==> config.mk <==
export PLATFORM = sky130hd
export DESIGN_NAME = imem_readback
export DESIGN_NICKNAME = d
export VERILOG_FILES = /design/src/rtl/imem_readback.sv
export SDC_FILE = /design/constraint.sdc
export NUM_CORES = 1
export LEC_CHECK = 0
export BUFFER_PORTS_ARGS = -buffer_cell sky130_fd_sc_hd__buf_2
export CAP_MARGIN = 20
export CORE_ASPECT_RATIO = 0.8
export CORE_MARGIN = 4
export CORE_UTILIZATION = 40
export DETAILED_ROUTE_END_ITERATION = 10
export GPL_ROUTABILITY_DRIVEN = 0
export PLACE_DENSITY_LB_ADDON = 0.3
export SLEW_MARGIN = 10
export SYNTH_ARGS = -nofsm -noshare
export SYNTH_HDL_FRONTEND = slang
export SYNTH_SLANG_ARGS = --single-unit
==> constraint.sdc <==
create_clock -name clock -period 2 [get_ports clock]
set_input_delay 0 -clock clock [delete_from_list [all_inputs] [get_ports clock]]
set_output_delay 0 -clock clock [all_outputs]
set_load 0.005 [all_outputs]
==> src/rtl/imem_readback.sv <==
// Reads word_count 32-bit words from a byte-wide instruction RAM, one byte per
// cycle, and presents each reassembled big-endian word on a valid/ready port.
module imem_readback #(
   parameter int ADDR_W = 10,
   parameter int CNT_W  = 8
) (
   input  logic              clock,
   input  logic              reset,
   input  logic              start,
   input  logic [ADDR_W-3:0] base_word,
   input  logic [CNT_W-1:0]  word_count,
   output logic              mem_en,
   output logic [ADDR_W-1:0] mem_addr,
   input  logic [7:0]        mem_rdata,
   output logic              out_valid,
   input  logic              out_ready,
   output logic [31:0]       out_data,
   output logic              out_last,
   output logic              busy,
   output logic              done
);

   typedef enum logic [2:0] {
      IDLE,
      FETCH,
      DRAIN,
      OUT,
      DONE
   } state_t;

   state_t            state_q, state_d;
   logic [ADDR_W-3:0] word_ptr_q, word_ptr_d;
   logic [CNT_W-1:0]  remain_q, remain_d;
   logic [1:0]        byte_idx_q, byte_idx_d;
   logic [31:0]       data_q, data_d;
   logic              cap_en;
   logic [1:0]        cap_idx;

   always_comb begin
      state_d    = state_q;
      word_ptr_d = word_ptr_q;
      remain_d   = remain_q;
      byte_idx_d = byte_idx_q;
      data_d     = data_q;
      cap_en     = 1'b0;
      cap_idx    = 2'd0;
      mem_en     = 1'b0;
      mem_addr   = '0;
      out_valid  = 1'b0;
      out_data   = '0;
      out_last   = 1'b0;
      busy       = (state_q != IDLE);
      done       = 1'b0;

      case (state_q)
         IDLE: begin
            if (start) begin
               if (word_count == '0) begin
                  state_d = DONE;
               end else begin
                  word_ptr_d = base_word;
                  remain_d   = word_count;
                  byte_idx_d = 2'd0;
                  state_d    = FETCH;
               end
            end
         end
         FETCH: begin
            mem_en     = 1'b1;
            mem_addr   = {word_ptr_q, 2'b00} + ADDR_W'(byte_idx_q);
            byte_idx_d = byte_idx_q + 2'd1;
            // RAM answers one cycle late, so each cycle stores the previous byte
            cap_en     = (byte_idx_q != 2'd0);
            cap_idx    = byte_idx_q - 2'd1;
            if (byte_idx_q == 2'd3) begin
               state_d = DRAIN;
            end
         end
         DRAIN: begin
            cap_en  = 1'b1;
            cap_idx = 2'd3;
            state_d = OUT;
         end
         OUT: begin
            out_valid = 1'b1;
            out_data  = data_q;
            out_last  = (remain_q == CNT_W'(1));
            if (out_ready) begin
               if (remain_q == CNT_W'(1)) begin
                  state_d = DONE;
               end else begin
                  word_ptr_d = word_ptr_q + 1'b1;
                  remain_d   = remain_q - CNT_W'(1);
                  state_d    = FETCH;
               end
            end
         end
         DONE: begin
            done    = 1'b1;
            state_d = IDLE;
         end
         default: begin
            state_d = IDLE;
         end
      endcase

      if (cap_en) begin
         case (cap_idx)
            2'd0:    data_d[31:24] = mem_rdata;
            2'd1:    data_d[23:16] = mem_rdata;
            2'd2:    data_d[15:8]  = mem_rdata;
            default: data_d[7:0]   = mem_rdata;
         endcase
      end
   end

   always_ff @(posedge clock) begin
      if (reset) begin
         state_q    <= IDLE;
         word_ptr_q <= '0;
         remain_q   <= '0;
         byte_idx_q <= '0;
         data_q     <= '0;
      end else begin
         state_q    <= state_d;
         word_ptr_q <= word_ptr_d;
         remain_q   <= remain_d;
         byte_idx_q <= byte_idx_d;
         data_q     <= data_d;
      end
   end

endmodule

==> out/qor.csv, run 1 <==
metric,value,unit
clockBufferDepth,2,
setup_viol,0,
antenna_found_initial,0,
synth_top_family_by_area,simple AND/OR/NAND/NOR gates,
root_buffer,clkbuf_8,
synthFlopType,dfxtp_1,
wl_per_cell,14.3,µm
max_freq,533,MHz
finalHoldViolCount,0,
leakagePower,1.76,nW
setup_ws,0.125,ns
die-area,8480,µm²
clk_pin_slew,0.11,ns
synth_xor_area_share,2.48,%
io_buffers,74,
cap_violations,0,
grt_pass1_wl,11600,µm
synth.distinct_cells,48,
ant_nets,0,
worstPathRequired,2.24,ns
cts_tree,built,
timing.final.crit_period,1.87,ns
final_cells,504,
utilization,51.1,%
final_common_cell,buf_2,
syn_avg_cell_area,8.54,µm²
setup_tns,0,ns
die_w,102,µm
synth_mux_area_share,11.7,%
start_util,41.0,%
track_usage,16.9,%
p_int,1.50,mW
hold_path.class,primary input to register,
fin_hold_ws,0.0219,ns
synth_area,2830,µm²
drt-total-wl,7180,µm
pwr-share-seq,54.2,%
place_worst_setup_slack,0.158,ns
ir_worst_vdd,0.301,mV
ys_top_cells_by_area,"dfxtp_1 38%, mux2i_1 11%, and2_1 7.5%, nor2_1 6.5%, nand2_1 3.6%",
grt_overflow,0,
vias,2568,
ys_seq_area_share,37.5,%
yosys_warnings,0,
finClkSkew,0.0118,ns
synth_fp_nets,364,
power_density,594,nW/µm²
final_cell_mix,"74 x buf_2, 53 x dfxtp_1, 49 x nor2_1",
first_pass_iters,4,
tightestPinTransition,0.426,ns
critPathKind,register to register,
synth_seq_cells,53,
cp_max_fo,5,
start_kind,register,
grt_pass1_vias,2360,
fill_cells,708,
numCtsBuffers,5,
switching_power,0.592,mW
fp.dieH,83.2,µm
place_inst,489,
drive_above_1_share,28.1,%
rsz0062_at_grt,no,
synth-compound-area-share,12.4,%
slew_violations,0,
end_kind,register,
status,"finished, final reports clean",
clock_sinks,53,
drc,0,
fin_area,3520,µm²
clkPwrFrac,29.7,%
synth_edf_count,0,
worst_skew_pair.late_latency,0.31,ns
coreArea,6890,µm²
n_antenna_cell,0,
final_nets,449,
avgViaCountPerCell,5.10,
p_total,2.09,mW
yosysTopAreaCell,dfxtp_1,
htree_num_levels,2,
combPwrFrac,16.1,%
fp-row-count,27,
first_iter_violations,109,
slew_headroom,71.4,%
finalCritPeriodShare,93.7,%
dp_hpwl,5180,µm
netlist_instances,331,
area_delta_synth_final,24.6,%
netlist.area_leader.share,37.5,%
io_pins,75,
placed_cell_area,3360,µm²
crit_arrival,2.11,ns
synth_fa_ha_area_share,2.21,%
synthSimpleGateAreaFrac,29.0,%
synth-async-reset-ratio,0,%
grt_max_degree,58,
swShare,28.3,%
==> cell type report <==
cell class | count | area [µm²] | share of cell area, %
Multi-Input combinational cell | 248 | 1640 | 46.4
Tap cell | 87 | 109 | 3.09
Inverter | 9 | 33.8 | 0.959
Timing Repair Buffer | 99 | 592 | 16.8
Sequential cell | 53 | 1060 | 30.1
Clock inverter | 3 | 22.5 | 0.639
Clock buffer | 5 | 68.8 | 1.95
==> flip-flops by register name, summed over array words and instances, names as in the netlist <==
name and count:
data_q 32, remain_q 8, word_ptr_q 8, state_q 3, byte_idx_q 2
==> critical path, stage by stage, from the launching register on <==
cell and delay (ns):
dfxtp_1 0.37, inv_1 0.07, ha_1 0.19, nor3b_2 0.23
or3b_1 0.39, xor2_1 0.15, a211o_1 0.28, a21oi_1 0.13
==> cells by family after synthesis <==
logic type | count (synthesis)
simple gates | 157
flops | 53
compound gates | 45
mux | 33
buf+inv | 30
xor+xnor | 8
fa+ha+maj | 5
==> layer usage <==
| layer | vias to the layer above | GRT usage (%) | part of all wire, % |
|---|---|---|---|
| met4 | 0 | 3.22 | 0.52 |
| met2 | 54 | 25.3 | 45 |
| li1 | 1312 | - | - |
| met1 | 1200 | 25.3 | 50 |
| met5 | - | 0 | 0 |
| met3 | 2 | 2.85 | 4.1 |
==> synthesized netlist by cell type (2+ instances only) <==
master     n
a211o_1    5
o211ai_1   5
and4_1     2
mux2i_1   32
a221oi_2   2
and2_1    34
nor3b_1    2
clkbuf_1  17
nor4_1     5
nand3_1    6
buf_6      2
nor3_1     7
a32o_1     2
xnor2_1    3
o21ai_0    4
dfxtp_1   53
buf_2      2
nor2b_1    2
and3_1    11
a31o_2     2
nand3b_1   3
xor2_1     5
ha_1       5
a21oi_1   14
nor2_1    49
inv_1      9
nand2_1   27
==> power groups by stage <==
| stage | logic (mW) | registers (mW) | clock network (mW) |
|---|---|---|---|
| after floorplan | 0.213 | 1.15 | 0 |
| after detailed placement | 0.326 | 1.16 | 0 |
| after global routing | 0.378 | 1.14 | 0.678 |
| final | 0.338 | 1.13 | 0.621 |
| after CTS | 0.338 | 1.13 | 0.639 |
| after global placement | 0.320 | 1.16 | 0 |
==> timing repair <==
item,CTS,global route
resized for setup,0,1
buffers inserted,0,0
endpoints found under the setup margin,0,1
hold endpoints to repair,20,0
hold buffers,7,0
==> worst paths after layout <==
path                            start                  endpoint  slack, ns  cells past startpoint
max reg2reg  remain_q[0]$_SDFFE_PP0P_  remain_q[6]$_SDFFE_PP0P_       0.13                      7
min reg2reg   data_q[13]$_SDFFE_PP0P_   data_q[13]$_SDFFE_PP0P_       0.50                      2
max          remain_q[0]$_SDFFE_PP0P_  remain_q[6]$_SDFFE_PP0P_       0.13                      7
min                      mem_rdata[3]   data_q[11]$_SDFFE_PP0P_       0.02                      3
Power figures use the tool's default switching activity.
==> run 2: changes to the inputs <==
- BUFFER_PORTS_ARGS: -buffer_cell sky130_fd_sc_hd__buf_2 -> -buffer_cell sky130_fd_sc_hd__clkbuf_2
- CORE_MARGIN: 4 -> 2
==> out/qor.csv, run 2 (same netlist as run 1, synthesis figures left out) <==
metric,value,unit,change
finalCritPeriodShare,93.6,%,was 93.7%
fill_cells,690,,was 708
setup_viol,0,,unchanged
cts_setup_buffers,0,,unchanged
tightestPinTransition,0.683,ns,was 0.426 ns
die-area,7760,µm²,was 8480 µm²
worst_skew_pair.late_latency,0.31,ns,about the same
cp_max_fo,57,,was 5
ir_worst_vdd,0.324,mV,was 0.301 mV
status,"finished, final reports clean",,unchanged
drc,0,,unchanged
timing.final.crit_period,1.87,ns,about the same
max_freq,534,MHz,was 533 MHz
largest-register,data_q,,unchanged
clk_pin_slew,0.11,ns,about the same
finClkSkew,0.00807,ns,was 0.0118 ns
grt_pass1_vias,2396,,"was 2,360"
vias,2557,,"was 2,568"
first_pass_iters,4,,unchanged
ant_nets,0,,unchanged
leakagePower,1.71,nW,was 1.76 nW
die_w,98.0,µm,was 102 µm
r2r_start,state_q[2]$_SDFFE_PP0P_,,was remain_q[0]$_SDFFE_PP0P_
startpoint,state_q[2]$_SDFFE_PP0P_,,was remain_q[0]$_SDFFE_PP0P_
drive_above_1_share,27.8,%,was 28.1%
track_usage,18.3,%,was 16.9%
final_nets,446,,was 449
cp-endpoint,out_data[26],,was remain_q[6]$_SDFFE_PP0P_
largest_reg_flops,32,,unchanged
area_delta_synth_final,24.0,%,was 24.6%
slew_violations,0,,unchanged
clock_sinks,53,,unchanged
rsz0062_at_grt,no,,unchanged
io_pins,75,,unchanged
numCtsBuffers,5,,unchanged
coreArea,6860,µm²,was 6890 µm²
cts_tree,built,,unchanged
hold_path.class,primary input to register,,unchanged
fp-row-count,27,,unchanged
drt-total-wl,7070,µm,was 7180 µm
worstPathRequired,2.00,ns,was 2.24 ns
fin_hold_ws,0.0254,ns,was 0.0219 ns
end_kind,output port,,was register
io_buffers,74,,unchanged
root_buffer,clkbuf_8,,unchanged
dp_hpwl,5030,µm,was 5180 µm
r2r_setup_slack,0.17,ns,was 0.13 ns
final_common_cell,clkbuf_2,,was buf_2
grt_max_degree,58,,unchanged
crit_arrival,1.87,ns,was 2.11 ns
avgViaCountPerCell,5.10,,about the same
start_kind,register,,unchanged
reg2reg_depth,5,,was 7
grt_pass1_wl,11600,µm,about the same
n_antenna_cell,0,,unchanged
grt_overflow,0,,unchanged
start_util,41.2,%,was 41.0%
setup_tns,0,ns,unchanged
first_iter_violations,142,,was 109
antenna_found_initial,0,,unchanged
r2r-end,word_ptr_q[4]$_SDFFE_PP0P_,,was remain_q[6]$_SDFFE_PP0P_
finalHoldViolCount,0,,unchanged
critPathKind,register to output port,,was register to register
power_density,602,nW/µm²,was 594 nW/µm²
clockBufferDepth,2,,unchanged
reg_top3,"data_q: 32 flops, remain_q: 8 flops, word_ptr_q: 8 flops",,unchanged
final_cell_mix,"74 x clkbuf_2, 53 x dfxtp_1, 49 x nor2_1",,"was 74 x buf_2, 53 x dfxtp_1, 49 x nor2_1"
slew_headroom,54.5,%,was 71.4%
wl_per_cell,14.1,µm,was 14.3 µm
cap_violations,0,,unchanged
min_from,mem_rdata[3],,unchanged
htree_num_levels,2,,unchanged
fp.dieH,79.2,µm,was 83.2 µm
run 2: through the flow:
step / cells / worst slack (ns) / cell area (µm²) / total power, mW / util [%]
after floorplan: 331 / 0.247 / 2830 / 1.36 / -
after global placement: 486 / 0.244 / 3330 / 1.47 / 48.6
after detailed placement: 486 / 0.177 / 3330 / 1.48 / 48.6
after CTS: 501 / 0.143 / 3500 / 2.13 / 51.0
after global routing: 501 / 0.00423 / 3500 / 2.20 / 51.1
final: 501 / 0.129 / 3500 / 2.11 / 51.1
run 2: power by group:
part	internal [mW]	leakage [nW]	total [mW]	switching [mW]
sequential	1.09	0.430	1.13	0.0411
clock	0.256	0.0487	0.641	0.384
combinational	0.156	1.24	0.335	0.179
run 2: repair_timing:
action | CTS | global route
hold buffers | 7 | 0
endpoints found under the setup margin | 0 | 1
endpoints found under the hold margin | 19 | 0
resized for setup | 0 | 1
run 2: per-layer routing:
layer  wire length [µm]  share of wire (%)  vias to the layer above  global-route usage [%]
li1                   -                  -                     1299                       -
met5                  0                  0                        -                       0
met4                 56               0.79                        0                    4.58
met3                252                3.6                        4                    2.73
met2               3190                 45                       52                    28.8
met1               3570                 51                     1202                    26.3
run 2: final cells by class:
| type | instances | area, µm² | share of cell area, % |
|---|---|---|---|
| clock buffer | 5 | 68.8 | 1.96 |
| clock inverter | 3 | 26.3 | 0.750 |
| inverter | 9 | 33.8 | 0.964 |
| multi-input combinational | 248 | 1640 | 46.8 |
| sequential | 53 | 1060 | 30.3 |
| tap | 87 | 109 | 3.11 |
| timing repair buffer | 96 | 566 | 16.1 |
run 2: critical path: stages, from the launching register on:
cell and delay (ns):
dfxtp_1 0.32, buf_4 0.16, nand3b_2 0.21, inv_1 0.07
buf_4 0.42, and2_1 0.22, clkbuf_2 0.12
run 2: worst min path at each step:
stage | end | slack (ns) | depth (start not counted)
after global routing | data_q[24]$_SDFFE_PP0P_ | 0.03 | 3
after detailed placement | data_q[30]$_SDFFE_PP0P_ | 0.30 | 3
after global placement | data_q[30]$_SDFFE_PP0P_ | 0.30 | 3
after CTS | data_q[19]$_SDFFE_PP0P_ | 0.01 | 3
after floorplan | data_q[10]$_SDFFE_PP0P_ | 0.14 | 2
final | data_q[19]$_SDFFE_PP0P_ | 0.03 | 3
